--- config.mk ---
export PLATFORM = sky130hd
export DESIGN_NAME = bitstream_output_scheduler
export DESIGN_NICKNAME = d
export VERILOG_FILES = /design/src/rtl/bitstream_pkg.sv /design/src/rtl/byte_fifo_multi_write.sv /design/src/rtl/bitstream_output_scheduler.sv
export SDC_FILE = /design/constraint.sdc
export NUM_CORES = 1
export LEC_CHECK = 0
export BUFFER_PORTS_ARGS = -buffer_cell sky130_fd_sc_hd__buf_4
export CORE_MARGIN = 3
export CORE_UTILIZATION = 30
export DETAILED_ROUTE_END_ITERATION = 16
export PLACE_DENSITY_LB_ADDON = 0.1
export RECOVER_POWER = 50
export SLEW_MARGIN = 20
export SYNTH_ARGS = -nofsm -noshare
export SYNTH_HDL_FRONTEND = slang
export SYNTH_SLANG_ARGS = --single-unit
--- constraint.sdc ---
create_clock -name s5_clk -period 7 [get_ports s5_clk]
set_clock_uncertainty 0.05 [all_clocks]
set_input_delay 0.7 -clock s5_clk [delete_from_list [all_inputs] [get_ports s5_clk]]
set_output_delay 0.7 -clock s5_clk [all_outputs]
set_load 0.01 [all_outputs]
--- src/rtl/bitstream_pkg.sv ---
// Shared constants, FSM state encoding and burst-count helpers for the
// stage-5 bitstream output scheduler.
package bitstream_pkg;

  // Default width of one bitstream byte
  localparam int unsigned DEF_BYTE_WIDTH = 8;

  // Largest burst stage 4 can emit in one cycle
  localparam int unsigned BURST_MAX = 5;

  // Width of the per-cycle byte count
  localparam int unsigned CNT_W = 3;

  // End-of-frame sequencing states
  typedef enum logic [1:0] {
    ST_IDLE  = 2'd0,
    ST_RUN   = 2'd1,
    ST_FLUSH = 2'd2,
    ST_DONE  = 2'd3
  } sched_state_e;

  // A count that names real burst bytes (1..BURST_MAX)
  function automatic logic burst_count_legal(input logic [CNT_W-1:0] cnt);
    return (cnt != '0) && (cnt <= CNT_W'(BURST_MAX));
  endfunction

  // A count the encoding can carry but stage 4 never legally produces
  function automatic logic burst_count_illegal(input logic [CNT_W-1:0] cnt);
    return cnt > CNT_W'(BURST_MAX);
  endfunction

endpackage

--- src/rtl/byte_fifo_multi_write.sv ---
// Circular byte buffer: up to BURST_MAX bytes written per cycle through a
// count-masked lane port, one byte read per cycle with first-word
// fall-through. The caller guarantees wr_count fits in the free space.
module byte_fifo_multi_write
  import bitstream_pkg::*;
#(
  parameter int unsigned BYTE_WIDTH  = DEF_BYTE_WIDTH,
  parameter int unsigned FIFO_DEPTH  = 16,
  parameter int unsigned LEVEL_WIDTH = $clog2(FIFO_DEPTH) + 1
) (
  input  logic                            clk,
  input  logic                            rst_n,
  input  logic                            wr_en,
  input  logic [CNT_W-1:0]                wr_count,
  input  logic [BURST_MAX*BYTE_WIDTH-1:0] wr_data,
  input  logic                            rd_ready,
  output logic [BYTE_WIDTH-1:0]           rd_data,
  output logic                            rd_valid,
  output logic [LEVEL_WIDTH-1:0]          level
);

  localparam int unsigned PTR_W = $clog2(FIFO_DEPTH);

  logic [BYTE_WIDTH-1:0]  mem [FIFO_DEPTH];
  logic [PTR_W-1:0]       wr_ptr;
  logic [PTR_W-1:0]       rd_ptr;
  logic [LEVEL_WIDTH-1:0] level_q;
  logic [CNT_W-1:0]       push_count;
  logic                   pop;

  assign rd_valid   = (level_q != '0);
  assign pop        = rd_valid & rd_ready;
  assign push_count = wr_en ? wr_count : '0;
  // Head byte is forced to zero when empty so the port never shows stale storage
  assign rd_data    = rd_valid ? mem[rd_ptr] : '0;
  assign level      = level_q;

  // Lane i lands at wr_ptr+i; pointer arithmetic wraps naturally in PTR_W bits
  always_ff @(posedge clk) begin
    if (wr_en) begin
      for (int unsigned i = 0; i < BURST_MAX; i++) begin
        if (CNT_W'(i) < wr_count) begin
          mem[wr_ptr + PTR_W'(i)] <= wr_data[i*BYTE_WIDTH +: BYTE_WIDTH];
        end
      end
    end
  end

  // Pointers and occupancy; write and pop may land on the same edge
  always_ff @(posedge clk or negedge rst_n) begin
    if (!rst_n) begin
      wr_ptr  <= '0;
      rd_ptr  <= '0;
      level_q <= '0;
    end else begin
      wr_ptr  <= wr_ptr + PTR_W'(push_count);
      if (pop) begin
        rd_ptr <= rd_ptr + PTR_W'(1);
      end
      level_q <= level_q + LEVEL_WIDTH'(push_count) - LEVEL_WIDTH'(pop);
    end
  end

endmodule

--- src/rtl/bitstream_output_scheduler.sv ---
// Stage-5 output scheduler: absorbs 0-5 byte bursts from stage 4 into a
// byte FIFO, streams them one byte per cycle to the sink, throttles the
// upstream pipeline, and sequences end-of-frame (flush, tag last, done).
module bitstream_output_scheduler
  import bitstream_pkg::*;
#(
  parameter int unsigned BYTE_WIDTH  = DEF_BYTE_WIDTH,
  parameter int unsigned FIFO_DEPTH  = 16,
  parameter int unsigned LEVEL_WIDTH = $clog2(FIFO_DEPTH) + 1
) (
  input  logic                   s5_clk,
  input  logic                   s5_reset,
  input  logic [CNT_W-1:0]       in_carry_flag,
  input  logic [BYTE_WIDTH-1:0]  in_carry_bit_1,
  input  logic [BYTE_WIDTH-1:0]  in_carry_bit_2,
  input  logic [BYTE_WIDTH-1:0]  in_carry_bit_3,
  input  logic [BYTE_WIDTH-1:0]  in_carry_bit_4,
  input  logic [BYTE_WIDTH-1:0]  in_carry_bit_5,
  input  logic                   in_flag_last,
  input  logic                   in_sink_ready,
  output logic [BYTE_WIDTH-1:0]  out_byte,
  output logic                   out_valid,
  output logic                   out_last,
  output logic                   out_done,
  output logic                   out_stall,
  output logic [LEVEL_WIDTH-1:0] out_level,
  output logic                   out_overflow,
  output logic                   out_proto_err
);

  sched_state_e                  state;
  logic [LEVEL_WIDTH-1:0]        level;
  logic [LEVEL_WIDTH-1:0]        free;
  logic [BURST_MAX*BYTE_WIDTH-1:0] burst_data;
  logic                          accepting;
  logic                          count_nz;
  logic                          count_legal;
  logic                          fits;
  logic                          wr_en;
  logic                          overflow_q;
  logic                          proto_err_q;

  // Lane 0 carries bit_1, the first byte in stream order
  assign burst_data = {in_carry_bit_5, in_carry_bit_4, in_carry_bit_3,
                       in_carry_bit_2, in_carry_bit_1};

  assign free        = LEVEL_WIDTH'(FIFO_DEPTH) - level;
  assign accepting   = (state == ST_IDLE) || (state == ST_RUN);
  assign count_nz    = (in_carry_flag != '0);
  assign count_legal = burst_count_legal(in_carry_flag);
  assign fits        = (LEVEL_WIDTH'(in_carry_flag) <= free);
  // Whole burst or nothing: a burst that does not fit is dropped entirely
  assign wr_en       = accepting & count_legal & fits;

  byte_fifo_multi_write #(
    .BYTE_WIDTH  (BYTE_WIDTH),
    .FIFO_DEPTH  (FIFO_DEPTH),
    .LEVEL_WIDTH (LEVEL_WIDTH)
  ) u_fifo (
    .clk      (s5_clk),
    .rst_n    (s5_reset),
    .wr_en    (wr_en),
    .wr_count (in_carry_flag),
    .wr_data  (burst_data),
    .rd_ready (in_sink_ready),
    .rd_data  (out_byte),
    .rd_valid (out_valid),
    .level    (level)
  );

  assign out_level     = level;
  // Stall ignores a same-cycle pop so the decision depends only on registered level
  assign out_stall     = (free < LEVEL_WIDTH'(BURST_MAX));
  assign out_last      = out_valid && (state == ST_FLUSH) && (level == LEVEL_WIDTH'(1));
  assign out_done      = (state == ST_DONE);
  assign out_overflow  = overflow_q;
  assign out_proto_err = proto_err_q;

  // End-of-frame sequencer
  always_ff @(posedge s5_clk or negedge s5_reset) begin
    if (!s5_reset) begin
      state <= ST_IDLE;
    end else begin
      case (state)
        ST_IDLE: begin
          if (in_flag_last) begin
            state <= ST_FLUSH;
          end else if (count_nz) begin
            state <= ST_RUN;
          end
        end
        ST_RUN: begin
          if (in_flag_last) begin
            state <= ST_FLUSH;
          end
        end
        ST_FLUSH: begin
          if ((out_last && in_sink_ready) || (level == '0)) begin
            state <= ST_DONE;
          end
        end
        ST_DONE: begin
          state <= ST_IDLE;
        end
        default: begin
          state <= ST_IDLE;
        end
      endcase
    end
  end

  // Sticky error flags, cleared only by reset
  always_ff @(posedge s5_clk or negedge s5_reset) begin
    if (!s5_reset) begin
      overflow_q  <= 1'b0;
      proto_err_q <= 1'b0;
    end else begin
      if (accepting && count_legal && !fits) begin
        overflow_q <= 1'b1;
      end
      if (burst_count_illegal(in_carry_flag) || (!accepting && count_nz)) begin
        proto_err_q <= 1'b1;
      end
    end
  end

endmodule

After elaboration in Yosys (flattened, before gate mapping)
Memories as Yosys holds them, arrays and structs flattened.
Cells that the tools add are included.
- output and inout bits: 19
- logic and storage cells: 74
- flip-flop bits (word level): 17
- RAM bits: 128
- memories kept: 1
- memory list (memory ; words ; bits a word ; read ports ; clocked after Yosys merged registers in ; wr ports ; line ; RTL):
    u_fifo.mem ; 16 ; 8 ; 1 ; 0 ; 5 ; byte_fifo_multi_write.sv:24 ; logic [BYTE_WIDTH-1:0] mem [FIFO_DEPTH];
- eq/ne operators: 7
- multiplexer cells: 22
- reductions and logical operators: 17
- magnitude comparators: 9
- add/sub/neg operators: 9
- bitwise operators: 3
- operators with widths (kind ; number):
    2-to-1 mux 1 bit ; 15
    adder 4 x 1 -> 4 bit (second input constant) ; 2
    adder 4 x 2 -> 4 bit (second input constant) ; 2
    2-to-1 mux 2 bit ; 4
    2-to-1 mux 8 bit ; 1
    one-hot mux 2 bit (4 select lines) ; 1
    logical AND 1 bit ; 7
    < comparator 1 x 3 -> 1 bit (first input constant) ; 2
    < comparator 2 x 3 -> 1 bit (first input constant) ; 2
    adder 5 x 3 -> 5 bit ; 1
    equality test 5 x 1 -> 1 bit (second input constant) ; 1
    less-or-equal comparator 3 x 5 -> 1 bit ; 1
    logical NOT 5 bit ; 1
    < comparator 5 x 3 -> 1 bit (second input constant) ; 1
    nonzero test 5 bit ; 1
    subtractor 5 x 1 -> 5 bit ; 1
    subtractor 5 bit (first input constant) ; 1
    adder 4 x 3 -> 4 bit ; 1
    adder 4 x 3 -> 4 bit (second input constant) ; 1
    equality test 2 bit (second input constant) ; 2
    AND 1 bit ; 3
    > comparator 3 bit (second input constant) ; 1
    less-or-equal comparator 3 bit (second input constant) ; 1
    logical OR 1 bit ; 3
    10 further kinds ; 11

Longest topological paths before layout
Gate-level depths: netlist of run 1.
- depth after elaboration: 7
- mapped depth: 17
- mapped depth without buffers: 15

Cells and area by module
From an unflattened synthesis of run 1, not the netlist that was laid out.
- cells, all modules: 1281
- area, all modules: 12376.9 sq um
- by module, submodules not included (module ; times used ; cells each ; area each (sq um)):
    byte_fifo_multi_write ; 1 ; 1230 ; 11902.7
    bitstream_output_scheduler ; 1 ; 51 ; 474.2

Worst setup path before layout of run 1
Ideal clock, no wire load.
- kind: register -> register
- from: register u_fifo.level_q[0], in the netlist u_fifo.level[0]
- to: register u_fifo.level_q[4], in the netlist u_fifo.level[4]
- clock period less this slack: 3.748 ns
- path slack: 3.252 ns
- stages on the path, launching flop included: 17
- arrival time: 3.574 ns
- required time: 6.826 ns
- buffers on the path: 2
- path through: dfrtp_1 > inv_1 > ha_1 > inv_1 > ha_1 > a211oi_1 > nor3_4 > buf_4 > buf_4 > nor2_1 > nand2_1 > ha_1 > inv_1 > fa_1 > a21o_1 > a21oi_1 > xnor2_1
- cells in the longest elaborated chain, start to end: 6
- ends and longest elaborated chain (what ; line ; RTL):
    from (decl) ; byte_fifo_multi_write.sv:27 ; logic [LEVEL_WIDTH-1:0] level_q;
    from (signal assigned) ; byte_fifo_multi_write.sv:60 ; level_q <= level_q + LEVEL_WIDTH'(push_count) - LEVEL_WIDTH'(pop);
    subtractor 5 bit ; bitstream_output_scheduler.sv:47 ; assign free = LEVEL_WIDTH'(FIFO_DEPTH) - level;
    less-or-equal comparator 3 x 5 -> 1 bit ; bitstream_output_scheduler.sv:51 ; assign fits = (LEVEL_WIDTH'(in_carry_flag) <= free);
    AND 1 bit ; bitstream_output_scheduler.sv:53 ; assign wr_en = accepting & count_legal & fits;
    2-to-1 mux 3 bit ; byte_fifo_multi_write.sv:33 ; assign push_count = wr_en ? wr_count : '0;
    adder 5 x 3 -> 5 bit ; byte_fifo_multi_write.sv:60 ;
    subtractor 5 x 1 -> 5 bit * ; byte_fifo_multi_write.sv:60 ;
Mark *: on every way between the ends. The rest lies on a longest branch, timed or not.
A chain may end at the register's enable or synchronous reset.

==> flow_summary.ini, run 1 <==
[run_status]
status = complete, but fails checks
violations = max-capacitance violations, max-slew violations

[grt]
grt_use_total = 0.2785
grt_pass1_vias = 10770
grt_max_degree = 35
overflow = 0
grt_pass1_wl_mm = 82.49
antenna_found_initial = 6

[routing]
drt_iter0_markers = 1776
wl_mm = 58.37
ant_nets = 0
wl_per_cell_um = 33.56
dr.pass1.iters = 6
via_count = 11440
drc = 0
post_drt_via_cell_ratio = 6.581

[timing]
worst_slew_pin_slew_ps = 2170
period_share = 0.7570
max_clock_freq_mhz = 188.7
rsz0062_at_grt = no
slew_headroom = -0.4467
hold_viol_final = 0
finalSetupViolations = 0
setup_tns_ps = 0
slew_violations = 58
period_needed_ps = 5299

[final_layout]
nets = 1286
regArea_um2 = 4269
fillers = 3909
drive_gt1_frac = 0.1500
mostFrequentLayoutCells = 133 x o21ai_0, 128 x edfxtp_1, 102 x nor2_1
multi_input_area_um2 = 6733
fin_area_um2 = 12890
final_common_cell = o21ai_0
area_delta_synth_final_pct = 9.669

[cts]
clockBufferDepth = 2
cts_resized = 0
cts_hold_buf = 0
htreeDepth = 4
clk_pin_slew_ps = 70
cts_tree = built
clk_latency_ps = 450
cts_buffers = 17
post_cts_buffers = 0
root_buffer = clkbuf_16
cts.sinks = 145

[synthesis]
synth_cell_type_count = 72
syn-num-nets = 1314
synth.area.top_cells = edfxtp_1 33%, mux4_2 7.7%, a22oi_1 4.9%
ys_ff_latch = 145
synth-edff-count = 128
synth_ff_type = edfxtp_1
synthArstFlopShare = 0.1172
synth_seq_area_share = 0.3633
synth_area_um2 = 11750
netlist.area_leader.share = 0.3271
yosys_warnings = 0
yosys.area.top_type = edfxtp_1
postSynthAreaPerCell_um2 = 9.461
synth_cells = 1242

[critical_path]
rrSetupSlack_ps = 1700
slowest_stage = clkbuf_1
critPathArrivalTime_ps = 5350
rr_startpoint = u_fifo.level[0]$_DFF_PN0_
max_stage_delay_ps = 1100
critical_path_peak_fanout = 32
critPathBufInv = 2
critPathKind = reg -> reg
reg2reg_to = u_fifo.mem[14][2]$_DFFE_PP_
cp-start-kind = register
cp_top_family = simple AND/OR/NAND/NOR gates
worstRegToRegCells = 11
crit_path_frequent_cell = ha_1
endpoint_kind = register
cp.required_ps = 7050
cp_cell_sequence = inv_1 -> ha_1 -> xor2_1 -> ha_1 -> o21ai_0 -> or3_1 -> clkbuf_1 -> and3_1 -> and2_4 -> or2_0 -> nand4b_1

[job]
cap_violations = 4

[hold_path]
holdCritStartpoint = out_proto_err$_DFFE_PN0P_
holdPathStages = 1
hold_path.class = reg -> reg
min_to = out_proto_err$_DFFE_PN0P_

[power_and_ir_drop]
vdd_ir_drop_max_uv = 265.2
total_power_mw = 4.865
p_leak_nw = 4.408
power_density_nw_per_um2 = 377.5

[floorplanning]
start_util = 0.3083
core-area_um2 = 38110
io_pins = 66
die_w_um = 203.9
rows = 71
die_area_um2 = 41580
die_height_um = 203.9

[placement]
portBuffers = 65
hpwl_mm = 38.52
place_area_um2 = 12450
gp_congestion = 0.9252
-- routing by layer --
metal / wire length (µm) / share of wire / global-route usage
met1: 24150 / 0.41 / 0.3876
met2: 25430 / 0.44 / 0.4210
met3: 5887 / 0.10 / 0.05733
met4: 2866 / 0.049 / 0.1185
met5: 28 / 0.00048 / 0
-- report_power, final --
group          total, mW  switching [mW]  internal, mW
Clock              0.910           0.439         0.471
Sequential          1.43           0.215          1.22
Combinational       2.52            1.64         0.886
Total               4.86            2.29          2.58
-- synth_stat cells, types with 29 or more instances --
cell type / number
edfxtp_1: 128
o21ai_0: 108
nor2_1: 98
nand2_1: 89
a22oi_1: 77
clkbuf_1: 73
o21ai_1: 48
mux4_2: 40
a21oi_1: 38
inv_1: 37
mux2i_1: 37
a221oi_1: 31
nor3_1: 29
-- registers in the layout (all words and copies together) (netlist names) --
register and count:
u_fifo.mem 128, out_proto_err 1, u_fifo.rd_ptr 4, state 2
out_overflow 1, u_fifo.wr_ptr 4, u_fifo.level 5
-- how the worst max path moves through the flow --
stage | cells past startpoint | startpoint | end | slack, ps
after floorplan | 16 | u_fifo.level[0]$_DFF_PN0_ | u_fifo.level[4]$_DFF_PN0_ | 3250
after global placement | 8 | in_carry_flag[1] | u_fifo.mem[0][2]$_DFFE_PP_ | 2790
after detailed placement | 8 | in_carry_flag[1] | u_fifo.mem[0][2]$_DFFE_PP_ | 2690
after CTS | 10 | u_fifo.level[0]$_DFF_PN0_ | u_fifo.mem[0][2]$_DFFE_PP_ | 2670
after global routing | 11 | u_fifo.level[0]$_DFF_PN0_ | u_fifo.mem[14][0]$_DFFE_PP_ | 1320
final | 11 | u_fifo.level[0]$_DFF_PN0_ | u_fifo.mem[14][2]$_DFFE_PP_ | 1700
-- cells by family (layout without fill, tap and decap cells) --
logic type | Yosys count | count (layout) | share of synthesized area
xor+xnor | 14 | 14 | 0.01107
other cells | 0 | 1 | 0
buf+inv | 164 | 149 | 0.05803
simple gates | 350 | 350 | 0.1575
compound gates | 462 | 462 | 0.2692
flops | 145 | 145 | 0.3633
mux | 82 | 82 | 0.1130
fa+ha+maj | 25 | 25 | 0.02790
-- through the flow --
step                      setup slack [ps]  utilization  cells  hold WS, ps
after floorplan                       3252            -   1242        354.4
after global placement                2789       0.3266   1706        405.5
after detailed placement              2688       0.3266   1706        407.3
after CTS                             2671       0.3414   1738        97.36
after global routing                  1316       0.3381   1738        465.1
final                                 1701       0.3381   1739        415.1
-- layout make-up --
cell class | instances | area share
Antenna cell | 1 | 0.0001942
Clock buffer | 17 | 0.03301
Clock inverter | 15 | 0.01068
Inverter | 37 | 0.01078
Multi-Input combinational cell | 933 | 0.5225
Sequential cell | 145 | 0.3313
Tap cell | 511 | 0.04962
Timing Repair Buffer | 80 | 0.04195
Note: power is estimated with default switching activity, not from simulation.
==> inputs of run 2 (changes only) <==
==> constraint.sdc (replaced) <==
create_clock -name s5_clk -period 5.3 [get_ports s5_clk]
set_clock_uncertainty 0.05 [all_clocks]
set_input_delay 0.53 -clock s5_clk [delete_from_list [all_inputs] [get_ports s5_clk]]
set_output_delay 0.53 -clock s5_clk [all_outputs]
set_load 0.01 [all_outputs]
==> run 2 against run 1 <==
The run now ends clean; final cell count grew 0.58%; largest power group unchanged; die area stayed put; sequential cell count is the same; critical path type unchanged; register-to-register slack worse by 990 ps; non-clock buffer count increased by 10; critical path depth rose by 1.
==> flow_summary.ini, run 2 (synthesized netlist as in run 1, its figures left out) <==
[critical_path]
cp_top_family = simple AND/OR/NAND/NOR gates
cp-start-kind = register
critPathArrivalTime_ps = 4560
max_stage_delay_ps = 840
endpoint_kind = register
crit_path_frequent_cell = ha_1
cp.required_ps = 5280
critPathKind = reg -> reg
slowest_stage = nor3_1
rr_startpoint = u_fifo.level[0]$_DFF_PN0_
critPathBufInv = 3
critical_path_peak_fanout = 15
cp_cell_sequence = inv_1 -> ha_1 -> xor2_1 -> ha_1 -> nand3_1 -> o21ai_0 -> nor3_1 -> buf_4 -> nor4_1 -> clkbuf_1 -> nor2_1 -> o211ai_1
startpoint = u_fifo.level[0]$_DFF_PN0_

[grt]
grt_max_degree = 22
grt_use_met1 = 0.3888
overflow = 0
grt_pass1_vias = 10980
met2_usage = 0.4208
busiest_layer = met2
grt_pass1_wl_mm = 82.92
grt_use_met3 = 0.06609
antenna_found_initial = 2
grt_use_total = 0.2801

[final_layout]
instances_no_fill = 1749
finish.utilization = 0.3415
largest_reg_flops = 128
area_delta_synth_final_pct = 10.77
fillers = 3915
fin_area_um2 = 13020
final_common_cell = edfxtp_1
top_register = u_fifo.mem
drive_gt1_frac = 0.1528
mostFrequentLayoutCells = 128 x edfxtp_1, 126 x o21ai_0, 107 x nor2_1
nets = 1296

[run_status]
status = complete, no violations

[power_and_ir_drop]
vdd_ir_drop_max_uv = 293.9
power_density_nw_per_um2 = 500.8
total_power_mw = 6.517
p_leak_nw = 4.477

[floorplanning]
core-area_um2 = 38110
io_pins = 66
start_util = 0.3083
die_height_um = 203.9
die_w_um = 203.9
die_area_um2 = 41580
rows = 71

[placement]
gp_congestion = 0.9596
dpl.cell_count = 1715
portBuffers = 65
place_ws_ps = 1067
hpwl_mm = 38.79
place_area_um2 = 12520

[timing]
period_share = 0.8655
period_needed_ps = 4587
rsz0062_at_grt = no
whs_ps = 358.7
slew_violations = 0
worst_slew_pin_slew_ps = 1441
slew_headroom = 0.03957
setup_tns_ps = 0
max_clock_freq_mhz = 218.0
fin_ws_ps = 713.0
finalSetupViolations = 0
hold_viol_final = 0

[routing]
drc = 0
ant_nets = 0
wl_mm = 58.80
drt_iter0_markers = 1583
post_drt_via_cell_ratio = 6.609
via_count = 11560
dr.pass1.iters = 6
wl_per_cell_um = 33.62

[cts]
root_buffer = clkbuf_16
clockBufferDepth = 2
clk_pin_slew_ps = 70
htreeDepth = 4
cts.sinks = 145
cts_buffers = 17
cts_tree = built
clk_latency_ps = 450

[hold_path]
hold_path.class = in -> reg
holdCritStartpoint = in_carry_flag[2]

[job]
cap_violations = 0
-- run 2: cell types whose count changed in the layout (fill, tap and decap cells not counted), moves of 4 or more --
| cell | previous run | this run |
|---|---|---|
| o21ai_1 | 23 | 30 |
| nor2_1 | 102 | 107 |
| bufinv_16 | 0 | 4 |
| nor2_2 | 5 | 1 |
| inv_8 | 5 | 0 |
| buf_4 | 64 | 73 |
| o21ai_0 | 133 | 126 |
-- run 2: worst min-delay path, delay by kind of cell --
family	cells	cell delay (ps)
AOI/OAI and AO/OA	1	80
buffers and inverters	1	150
and+or+nand+nor	1	70
-- run 2: path summary, 6_finish.rpt --
kind                                                 to  slack, ps  cells past startpoint
max reg2reg                 u_fifo.mem[15][0]$_DFFE_PP_        710                     12
max                         u_fifo.mem[15][0]$_DFFE_PP_        710                     12
min in group asynchronous  u_fifo.rd_ptr[3]$_DFFE_PN0P_        890                      2
min reg2reg                   out_proto_err$_DFFE_PN0P_        430                      1
max in group asynchronous  u_fifo.rd_ptr[2]$_DFFE_PN0P_       3440                      2
min                           out_proto_err$_DFFE_PN0P_        360                      3
-- run 2: final cells by class --
type / count / area, µm² / share of cell area
multi-input combinational: 933 / 6716 / 0.5161
sequential: 145 / 4269 / 0.3280
tap: 511 / 639.4 / 0.04913
timing repair buffer: 90 / 619.3 / 0.04759
clock buffer: 17 / 425.4 / 0.03269
clock inverter: 15 / 203.9 / 0.01567
inverter: 37 / 138.9 / 0.01067
antenna: 1 / 2.502 / 0.0001923
-- run 2: power by group --
group / switching [mW] / internal, mW
registers: 0.296 / 1.61
logic: 2.09 / 1.19
clock network: 0.546 / 0.794
total: 2.93 / 3.59
-- run 2: repair_timing --
action                                 in CTS  in global routing
resized for setup                           0                  0
hold buffers                                1                  0
endpoints found under the hold margin      17                  0
setup buffers                               0                  0
setup endpoints to repair                   0                  0
-- run 2: per-layer routing --
| layer | part of all wire | vias up |
|---|---|---|
| li1 | - | 4844 |
| met5 | 0.00046 | - |
| met4 | 0.046 | 4 |
| met2 | 0.43 | 742 |
| met3 | 0.099 | 158 |
| met1 | 0.42 | 5812 |
